[src/rtl/led_panel_receiver_pkg.sv]
// Shared constants, state type and sizing helper for the HUB75 row receiver.
package led_panel_receiver_pkg;

  localparam int COLS = 64;
  localparam int ROWS = 64;

  function automatic int bits_for(input int n);
    int b;
    b = 1;
    for (int i = 1; i < 31; i++)
      if (n >= (1 << i)) b = i + 1;
    return b;
  endfunction

  localparam int ADDR_BITS = bits_for(ROWS / 2 - 1);
  localparam int CNT_BITS  = bits_for(COLS);

  // Bit positions of each colour within an LP_RGB pin group.
  localparam int RGB_R = 0;
  localparam int RGB_G = 1;
  localparam int RGB_B = 2;

  typedef enum logic {
    ST_SHIFT,
    ST_LATCHED
  } state_t;

endpackage

[src/rtl/led_panel_receiver_if.sv]
// Panel pin side and row-write side of the receiver, bundled for port connection.
interface led_panel_receiver_if;
  import led_panel_receiver_pkg::*;

  logic                  lp_clock;
  logic                  lp_latch;
  logic                  lp_blank;
  logic [2:0]            lp_rgb_0;
  logic [2:0]            lp_rgb_1;
  logic [ADDR_BITS-1:0]  lp_address;
  logic                  row_valid;
  logic                  row_ready;
  logic [ADDR_BITS-1:0]  row_address;
  logic [3*COLS-1:0]     row_data_0;
  logic [3*COLS-1:0]     row_data_1;
  logic                  length_error;
  logic                  overrun;

  modport master (
    output lp_clock, lp_latch, lp_blank, lp_rgb_0, lp_rgb_1, lp_address, row_ready,
    input  row_valid, row_address, row_data_0, row_data_1, length_error, overrun
  );

  modport slave (
    input  lp_clock, lp_latch, lp_blank, lp_rgb_0, lp_rgb_1, lp_address, row_ready,
    output row_valid, row_address, row_data_0, row_data_1, length_error, overrun
  );

endinterface

[src/rtl/led_panel_receiver_input_sync.sv]
// Two-flop synchroniser with registered rise/fall flags; q is aligned with the flags.
module led_panel_receiver_input_sync #(
  parameter int W = 1
) (
  input  logic         clk,
  input  logic         rst_n,
  input  logic [W-1:0] d,
  output logic [W-1:0] q,
  output logic [W-1:0] rise,
  output logic [W-1:0] fall
);

  logic [W-1:0] s1, s2, s3;

  always_ff @(posedge clk) begin
    if (!rst_n) begin
      s1   <= '0;
      s2   <= '0;
      s3   <= '0;
      rise <= '0;
      fall <= '0;
    end else begin
      s1   <= d;
      s2   <= s1;
      s3   <= s2;
      rise <= s2 & ~s3;
      fall <= ~s2 & s3;
    end
  end

  assign q = s3;

endmodule

[src/rtl/led_panel_receiver.sv]
// HUB75 sniffer: deserialises shifted row pairs and presents them as frame-buffer row writes.
//   state      | meaning
//   ST_SHIFT   | collecting pixels, no row waiting in the shadow registers
//   ST_LATCHED | shadow holds a latched row, waiting for blank to fall
module led_panel_receiver (
  input logic            i_clock,
  input logic            i_reset_n,
  led_panel_receiver_if.slave bus
);
  import led_panel_receiver_pkg::*;

  localparam int SW = 9 + ADDR_BITS;
  localparam int DW = 3 * COLS;

  logic [SW-1:0] sync_q, sync_rise, sync_fall;

  led_panel_receiver_input_sync #(.W(SW)) u_sync (
    .clk   (i_clock),
    .rst_n (i_reset_n),
    .d     ({bus.lp_address, bus.lp_rgb_1, bus.lp_rgb_0, bus.lp_blank, bus.lp_latch, bus.lp_clock}),
    .q     (sync_q),
    .rise  (sync_rise),
    .fall  (sync_fall)
  );

  logic                 clk_rise, latch_rise, blank_fall;
  logic [2:0]           rgb_0, rgb_1;
  logic [ADDR_BITS-1:0] addr_s;
  logic                 unused_sync;

  assign clk_rise    = sync_rise[0];
  assign latch_rise  = sync_rise[1];
  assign blank_fall  = sync_fall[2];
  assign rgb_0       = sync_q[5:3];
  assign rgb_1       = sync_q[8:6];
  assign addr_s      = sync_q[SW-1:9];
  assign unused_sync = ^{sync_q[2:0], sync_rise[SW-1:2], sync_fall[SW-1:3], sync_fall[1:0]};

  state_t               state, state_next;
  logic [DW-1:0]        shift_0, shift_1, shadow_0, shadow_1;
  logic [CNT_BITS-1:0]  count;
  logic                 take_shadow, clear_count, len_err_next, ovr_latch, xfer;
  logic [DW-1:0]        xfer_0, xfer_1;
  logic                 row_valid, length_error, overrun;
  logic [ADDR_BITS-1:0] row_address;
  logic [DW-1:0]        row_data_0, row_data_1;

  always_ff @(posedge i_clock) begin
    if (!i_reset_n) state <= ST_SHIFT;
    else            state <= state_next;
  end

  // Latch is resolved before blank so a coincident pair commits the freshly latched row.
  always_comb begin
    state_next   = state;
    take_shadow  = 1'b0;
    clear_count  = 1'b0;
    len_err_next = 1'b0;
    ovr_latch    = 1'b0;
    xfer         = 1'b0;
    case (state)
      ST_SHIFT: if (latch_rise) begin
        take_shadow  = 1'b1;
        clear_count  = 1'b1;
        len_err_next = (count != CNT_BITS'(COLS));
        state_next   = ST_LATCHED;
      end
      ST_LATCHED: if (latch_rise) begin
        take_shadow = 1'b1;
        clear_count = 1'b1;
        ovr_latch   = 1'b1;
      end
    endcase
    if (state_next == ST_LATCHED && blank_fall) begin
      xfer       = 1'b1;
      state_next = ST_SHIFT;
    end
  end

  assign xfer_0 = take_shadow ? shift_0 : shadow_0;
  assign xfer_1 = take_shadow ? shift_1 : shadow_1;

  always_ff @(posedge i_clock) begin
    if (!i_reset_n) begin
      shift_0      <= '0;
      shift_1      <= '0;
      shadow_0     <= '0;
      shadow_1     <= '0;
      count        <= '0;
      row_valid    <= 1'b0;
      row_address  <= '0;
      row_data_0   <= '0;
      row_data_1   <= '0;
      length_error <= 1'b0;
      overrun      <= 1'b0;
    end else begin
      length_error <= len_err_next;
      overrun      <= ovr_latch;
      if (clk_rise) begin
        shift_0 <= {shift_0[DW-4:0], rgb_0[RGB_R], rgb_0[RGB_G], rgb_0[RGB_B]};
        shift_1 <= {shift_1[DW-4:0], rgb_1[RGB_R], rgb_1[RGB_G], rgb_1[RGB_B]};
      end
      if (clear_count)
        count <= '0;
      else if (clk_rise && count != CNT_BITS'(COLS))
        count <= count + CNT_BITS'(1);
      if (take_shadow) begin
        shadow_0 <= shift_0;
        shadow_1 <= shift_1;
      end
      if (xfer && (!row_valid || bus.row_ready)) begin
        row_data_0  <= xfer_0;
        row_data_1  <= xfer_1;
        row_address <= addr_s;
        row_valid   <= 1'b1;
      end else begin
        if (xfer) overrun <= 1'b1;
        if (bus.row_ready) row_valid <= 1'b0;
      end
    end
  end

  assign bus.row_valid    = row_valid;
  assign bus.row_address  = row_address;
  assign bus.row_data_0   = row_data_0;
  assign bus.row_data_1   = row_data_1;
  assign bus.length_error = length_error;
  assign bus.overrun      = overrun;

endmodule
[src/flat_wrapper.sv]
// flat-port wrapper written by rule: the top's interface ports become plain ports
module led_panel_receiver_flat import led_panel_receiver_pkg::*;
  (i_clock, i_reset_n, bus_lp_clock, bus_lp_latch, bus_lp_blank, bus_lp_rgb_0, bus_lp_rgb_1, bus_lp_address, bus_row_ready, bus_row_valid, bus_row_address, bus_row_data_0, bus_row_data_1, bus_length_error, bus_overrun);
  led_panel_receiver_if bus_i ();
  input logic i_clock;
  input logic i_reset_n;
  input wire logic [$bits(bus_i.lp_clock)-1:0] bus_lp_clock;
  input wire logic [$bits(bus_i.lp_latch)-1:0] bus_lp_latch;
  input wire logic [$bits(bus_i.lp_blank)-1:0] bus_lp_blank;
  input wire logic [$bits(bus_i.lp_rgb_0)-1:0] bus_lp_rgb_0;
  input wire logic [$bits(bus_i.lp_rgb_1)-1:0] bus_lp_rgb_1;
  input wire logic [$bits(bus_i.lp_address)-1:0] bus_lp_address;
  input wire logic [$bits(bus_i.row_ready)-1:0] bus_row_ready;
  output wire logic [$bits(bus_i.row_valid)-1:0] bus_row_valid;
  output wire logic [$bits(bus_i.row_address)-1:0] bus_row_address;
  output wire logic [$bits(bus_i.row_data_0)-1:0] bus_row_data_0;
  output wire logic [$bits(bus_i.row_data_1)-1:0] bus_row_data_1;
  output wire logic [$bits(bus_i.length_error)-1:0] bus_length_error;
  output wire logic [$bits(bus_i.overrun)-1:0] bus_overrun;
  assign bus_i.lp_clock = bus_lp_clock;
  assign bus_i.lp_latch = bus_lp_latch;
  assign bus_i.lp_blank = bus_lp_blank;
  assign bus_i.lp_rgb_0 = bus_lp_rgb_0;
  assign bus_i.lp_rgb_1 = bus_lp_rgb_1;
  assign bus_i.lp_address = bus_lp_address;
  assign bus_i.row_ready = bus_row_ready;
  assign bus_row_valid = bus_i.row_valid;
  assign bus_row_address = bus_i.row_address;
  assign bus_row_data_0 = bus_i.row_data_0;
  assign bus_row_data_1 = bus_i.row_data_1;
  assign bus_length_error = bus_i.length_error;
  assign bus_overrun = bus_i.overrun;
  led_panel_receiver u_core (.i_clock(i_clock), .i_reset_n(i_reset_n), .bus(bus_i));
endmodule
[config.mk]
export PLATFORM = sky130hd
export DESIGN_NAME = led_panel_receiver_flat
export DESIGN_NICKNAME = d
export VERILOG_FILES = /design/src/rtl/led_panel_receiver_pkg.sv /design/src/rtl/led_panel_receiver_if.sv /design/src/rtl/led_panel_receiver_input_sync.sv /design/src/rtl/led_panel_receiver.sv /design/src/flat_wrapper.sv
export SDC_FILE = /design/constraint.sdc
export NUM_CORES = 2
export LEC_CHECK = 0
export CAP_MARGIN = 5
export CORE_ASPECT_RATIO = 1.5
export CORE_MARGIN = 5
export CORE_UTILIZATION = 50
export CTS_CLUSTER_DIAMETER = 150
export CTS_CLUSTER_SIZE = 8
export DETAILED_ROUTE_END_ITERATION = 10
export GPL_TIMING_DRIVEN = 0
export PLACE_DENSITY = 0.84
export SETUP_SLACK_MARGIN = 0.2
export SYNTH_ARGS = -nofsm -noshare
export SYNTH_HDL_FRONTEND = slang
export SYNTH_SLANG_ARGS = --single-unit
[constraint.sdc]
create_clock -name i_clock -period 1.6 [get_ports i_clock]
set_clock_uncertainty 0.2 [all_clocks]
set_input_delay 0.4 -clock i_clock [delete_from_list [all_inputs] [get_ports i_clock]]
set_output_delay 0.4 -clock i_clock [all_outputs]
set_load 0.005 [all_outputs]
==> results.cfg <==
[grt]
grt_pass1_wl_um = 190000
track_usage_pct = 26.25
antenna_found_initial = 9
grt-ovfl-total = 0
grt_start_max_net_pins = 17
grt_pass1_vias = 34250

[power]
p_comb_share_pct = 2.9
seqPwrFrac_pct = 47.7
clkPwrFrac_pct = 49.4
switchingPower_mw = 13.77
swShare_pct = 21.63
leakage_nw = 21.01
ir_worst_vdd_mv = 1.183
p_int_mw = 49.89
p_per_area_nw_per_um2 = 1099

[yosys]
synthCells = 3973
synth_top_area_share_pct = 57.17
avgSynthCellArea_um2 = 10.69
synthTopCellsByArea = dfxtp_1, mux2i_1, nor2_1
synth_area_um2 = 42480
ys.flop_type = dfxtp_1
synth-seq-cells = 1213
async_flop_share_pct = 0
yosysTopAreaCell = dfxtp_1
synth_edf_count = 0
synth_fp_nets = 3992
ys_types = 30
yosysSeqAreaShare_pct = 57.17
ys.warnings.count = 0

[route]
routedWlPerCell_um = 21.81
via_per_inst = 5.593
vias = 32990
wirelength_um = 128600
final_antenna_net_count = 0
drtPass1Iterations = 5
drc_errors = 0
drt_iter0_drc = 1762

[worst_setup_path]
cp-end-kind = output pin
worstPathRequired_ps = 1000
startpoint_type = flip-flop
critPathTopFamily = flip-flops
critPathArrivalTime_ps = 1250
crit_chain = buf_6
path_max_fanout = 2
worstSetupPathType = flip-flop to output pin
max_stage_delay_ps = 380
cp_slowest_cell = dfxtp_4
cp_num_buf_inv = 1

[cts]
clk_pin_slew_ps = 50
clock-root-buffer = clkbuf_16
cts_sinks = 1213
cts_buffers = 169
clk_latency_ps = 760
cts-htree-levels = 4
cts_tree = built
ctsLongestPathBuffers = 3

[status]
status = complete, but fails checks
violations = setup timing

[floorplanning]
design.die.area_um2 = 91000
core_um2 = 84740
chipWidth_um = 248.0
die_height_um = 367.0
num_rows = 131
start_util_pct = 50.13
io_pins = 409

[placed_design]
gp_congestion = 0.8449
dp_hpwl_um = 78710
io_buffers = 408

[sta]
fin_crit_sh_pct = 115.7
hold_viol = 0
setup_slack_ps = -251.3
drv_slew = 0
fmaxAchievable_mhz = 540.2
post-route-min-period_ps = 1851
setup_viol = 1261
setup_tns_ps = -164360
rsz0062_at_grt = yes
relSlewSlack_pct = 57.88
worst_pin_slew_ps = 631.9

[layout]
utilization_pct = 68.37
area_delta_synth_final_pct = 36.39
fin_nets = 4765
drive_gt1_share_pct = 39.56

[min_path]
min_path_type = primary input to flip-flop

[job]
maxCapViolations = 0
-- area by class of cell --
| class | count | area, um^2 |
|---|---|---|
| Fill cell | 5554 | 26810 |
| Multi-Input combinational cell | 2409 | 18400 |
| Antenna cell | 8 | 20.02 |
| Clock buffer | 172 | 4304 |
| Timing Repair Buffer | 602 | 5594 |
| Buffer | 348 | 3159 |
| Clock inverter | 13 | 190.2 |
| Sequential cell | 1213 | 24840 |
| Tap cell | 1130 | 1414 |
| Inverter | 3 | 11.26 |
-- state kept, by name, indices dropped and copies added (netlist names), 192 cells and up --
name                   cells
u_core.bus.row_data_0    192
u_core.bus.row_data_1    192
u_core.shadow_1          192
u_core.shift_1           192
u_core.shift_0           192
u_core.shadow_0          192
-- cell usage in the layout, fill, tap and decap left out, drive strengths merged --
cell type,instances
and2,42
mux2i,770
nor3,1
nand2,9
nand2b,2
o21a,1
dlygate4sd3,5
a22oi,1
o21ai,8
buf,761
diode,8
nor4b,1
dfxtp,1213
a211o,1
nor2b,5
or3,2
nor2,774
a211oi,385
clkbuf,340
a21boi,1
inv,8
clkdlybuf4s50,16
clkinv,8
nand4,2
nand3,7
xor2,2
ha,2
a21oi,393
-- metrics by stage --
step                      power (mW)  hold slack [ps]  cell area (um^2)  setup WS, ps  instances
after floorplan                32.00            160.0             43260         65.66       3973
after global placement         32.46            167.4             48750         -1232       5511
after detailed placement       32.48            165.8             48750         -1297       5511
after CTS                      63.73           0.9509             55900        -291.8       5858
after global routing           65.39            18.84             57920        -361.9       5893
final                          63.67            46.04             57930        -251.3       5898
-- worst paths after layout --
path | cells after the start | slack, ps | end | startpoint
worst max-delay path | 1 | -250 | bus_row_data_0[187] | u_core.bus.row_data_0[187]$_SDFFE_PN0P_
worst min register to register | 1 | 180 | u_core.u_sync.rise[0]$_SDFF_PN0_ | u_core.u_sync.q[0]$_SDFF_PN0_
worst max register to register | 7 | -240 | u_core.bus.row_data_0[93]$_SDFFE_PN0P_ | u_core.u_sync.rise[1]$_SDFF_PN0_
worst min-delay path | 2 | 50 | u_core.u_sync.s1[6]$_SDFF_PN0_ | bus_lp_rgb_1[0]
-- power by group through the flow --
| stage | sequential, mW | clock (mW) | combinational (mW) |
|---|---|---|---|
| floorplan | 31.0 | 0 | 1.02 |
| global placement | 31.0 | 0 | 1.47 |
| detailed placement | 31.0 | 0 | 1.49 |
| CTS | 30.4 | 31.7 | 1.65 |
| global route | 30.3 | 33.1 | 1.94 |
| finish | 30.4 | 31.5 | 1.84 |
-- kinds of logic after synthesis --
group	count (synthesis)	share of synthesized area, %
buffers and inverters	351	4.374
AOI/OAI and AO/OA	790	12.39
xor gates and xnor gates	2	0.04125
DFF	1213	57.17
muxes	770	18.14
and+or+nand+nor	845	7.821
adders and majority gates	2	0.05890
-- synthesized netlist by cell type (all sizes together), types with 3 or more instances --
master / instances
buf: 185
nand2: 9
nor2b: 5
inv: 3
dfxtp: 1213
and2: 42
mux2i: 770
clkbuf: 163
a211oi: 385
nand3: 7
nor2: 774
o21ai: 8
a21oi: 393
-- timing repair --
action / 4_1_cts / 5_1_grt
hold buffers: 5 / 0
setup buffers: 147 / 21
setup endpoints to repair: 1565 / 1600
endpoints found under the hold margin: 5 / 0
gates resized for setup: 2575 / 447
cloned: 10 / 11
pin swaps: 15 / 22
-- routing by layer --
| metal | vias up | wire length, um | global-route usage [%] |
|---|---|---|---|
| met5 | - | 33 | 0 |
| met2 | 1073 | 66690 | 46.91 |
| met1 | 16160 | 47120 | 28.41 |
| met4 | 4 | 7042 | 13.88 |
| met3 | 392 | 7746 | 6.283 |
| li1 | 15360 | - | - |
Note: power is estimated with default switching activity, not from simulation.
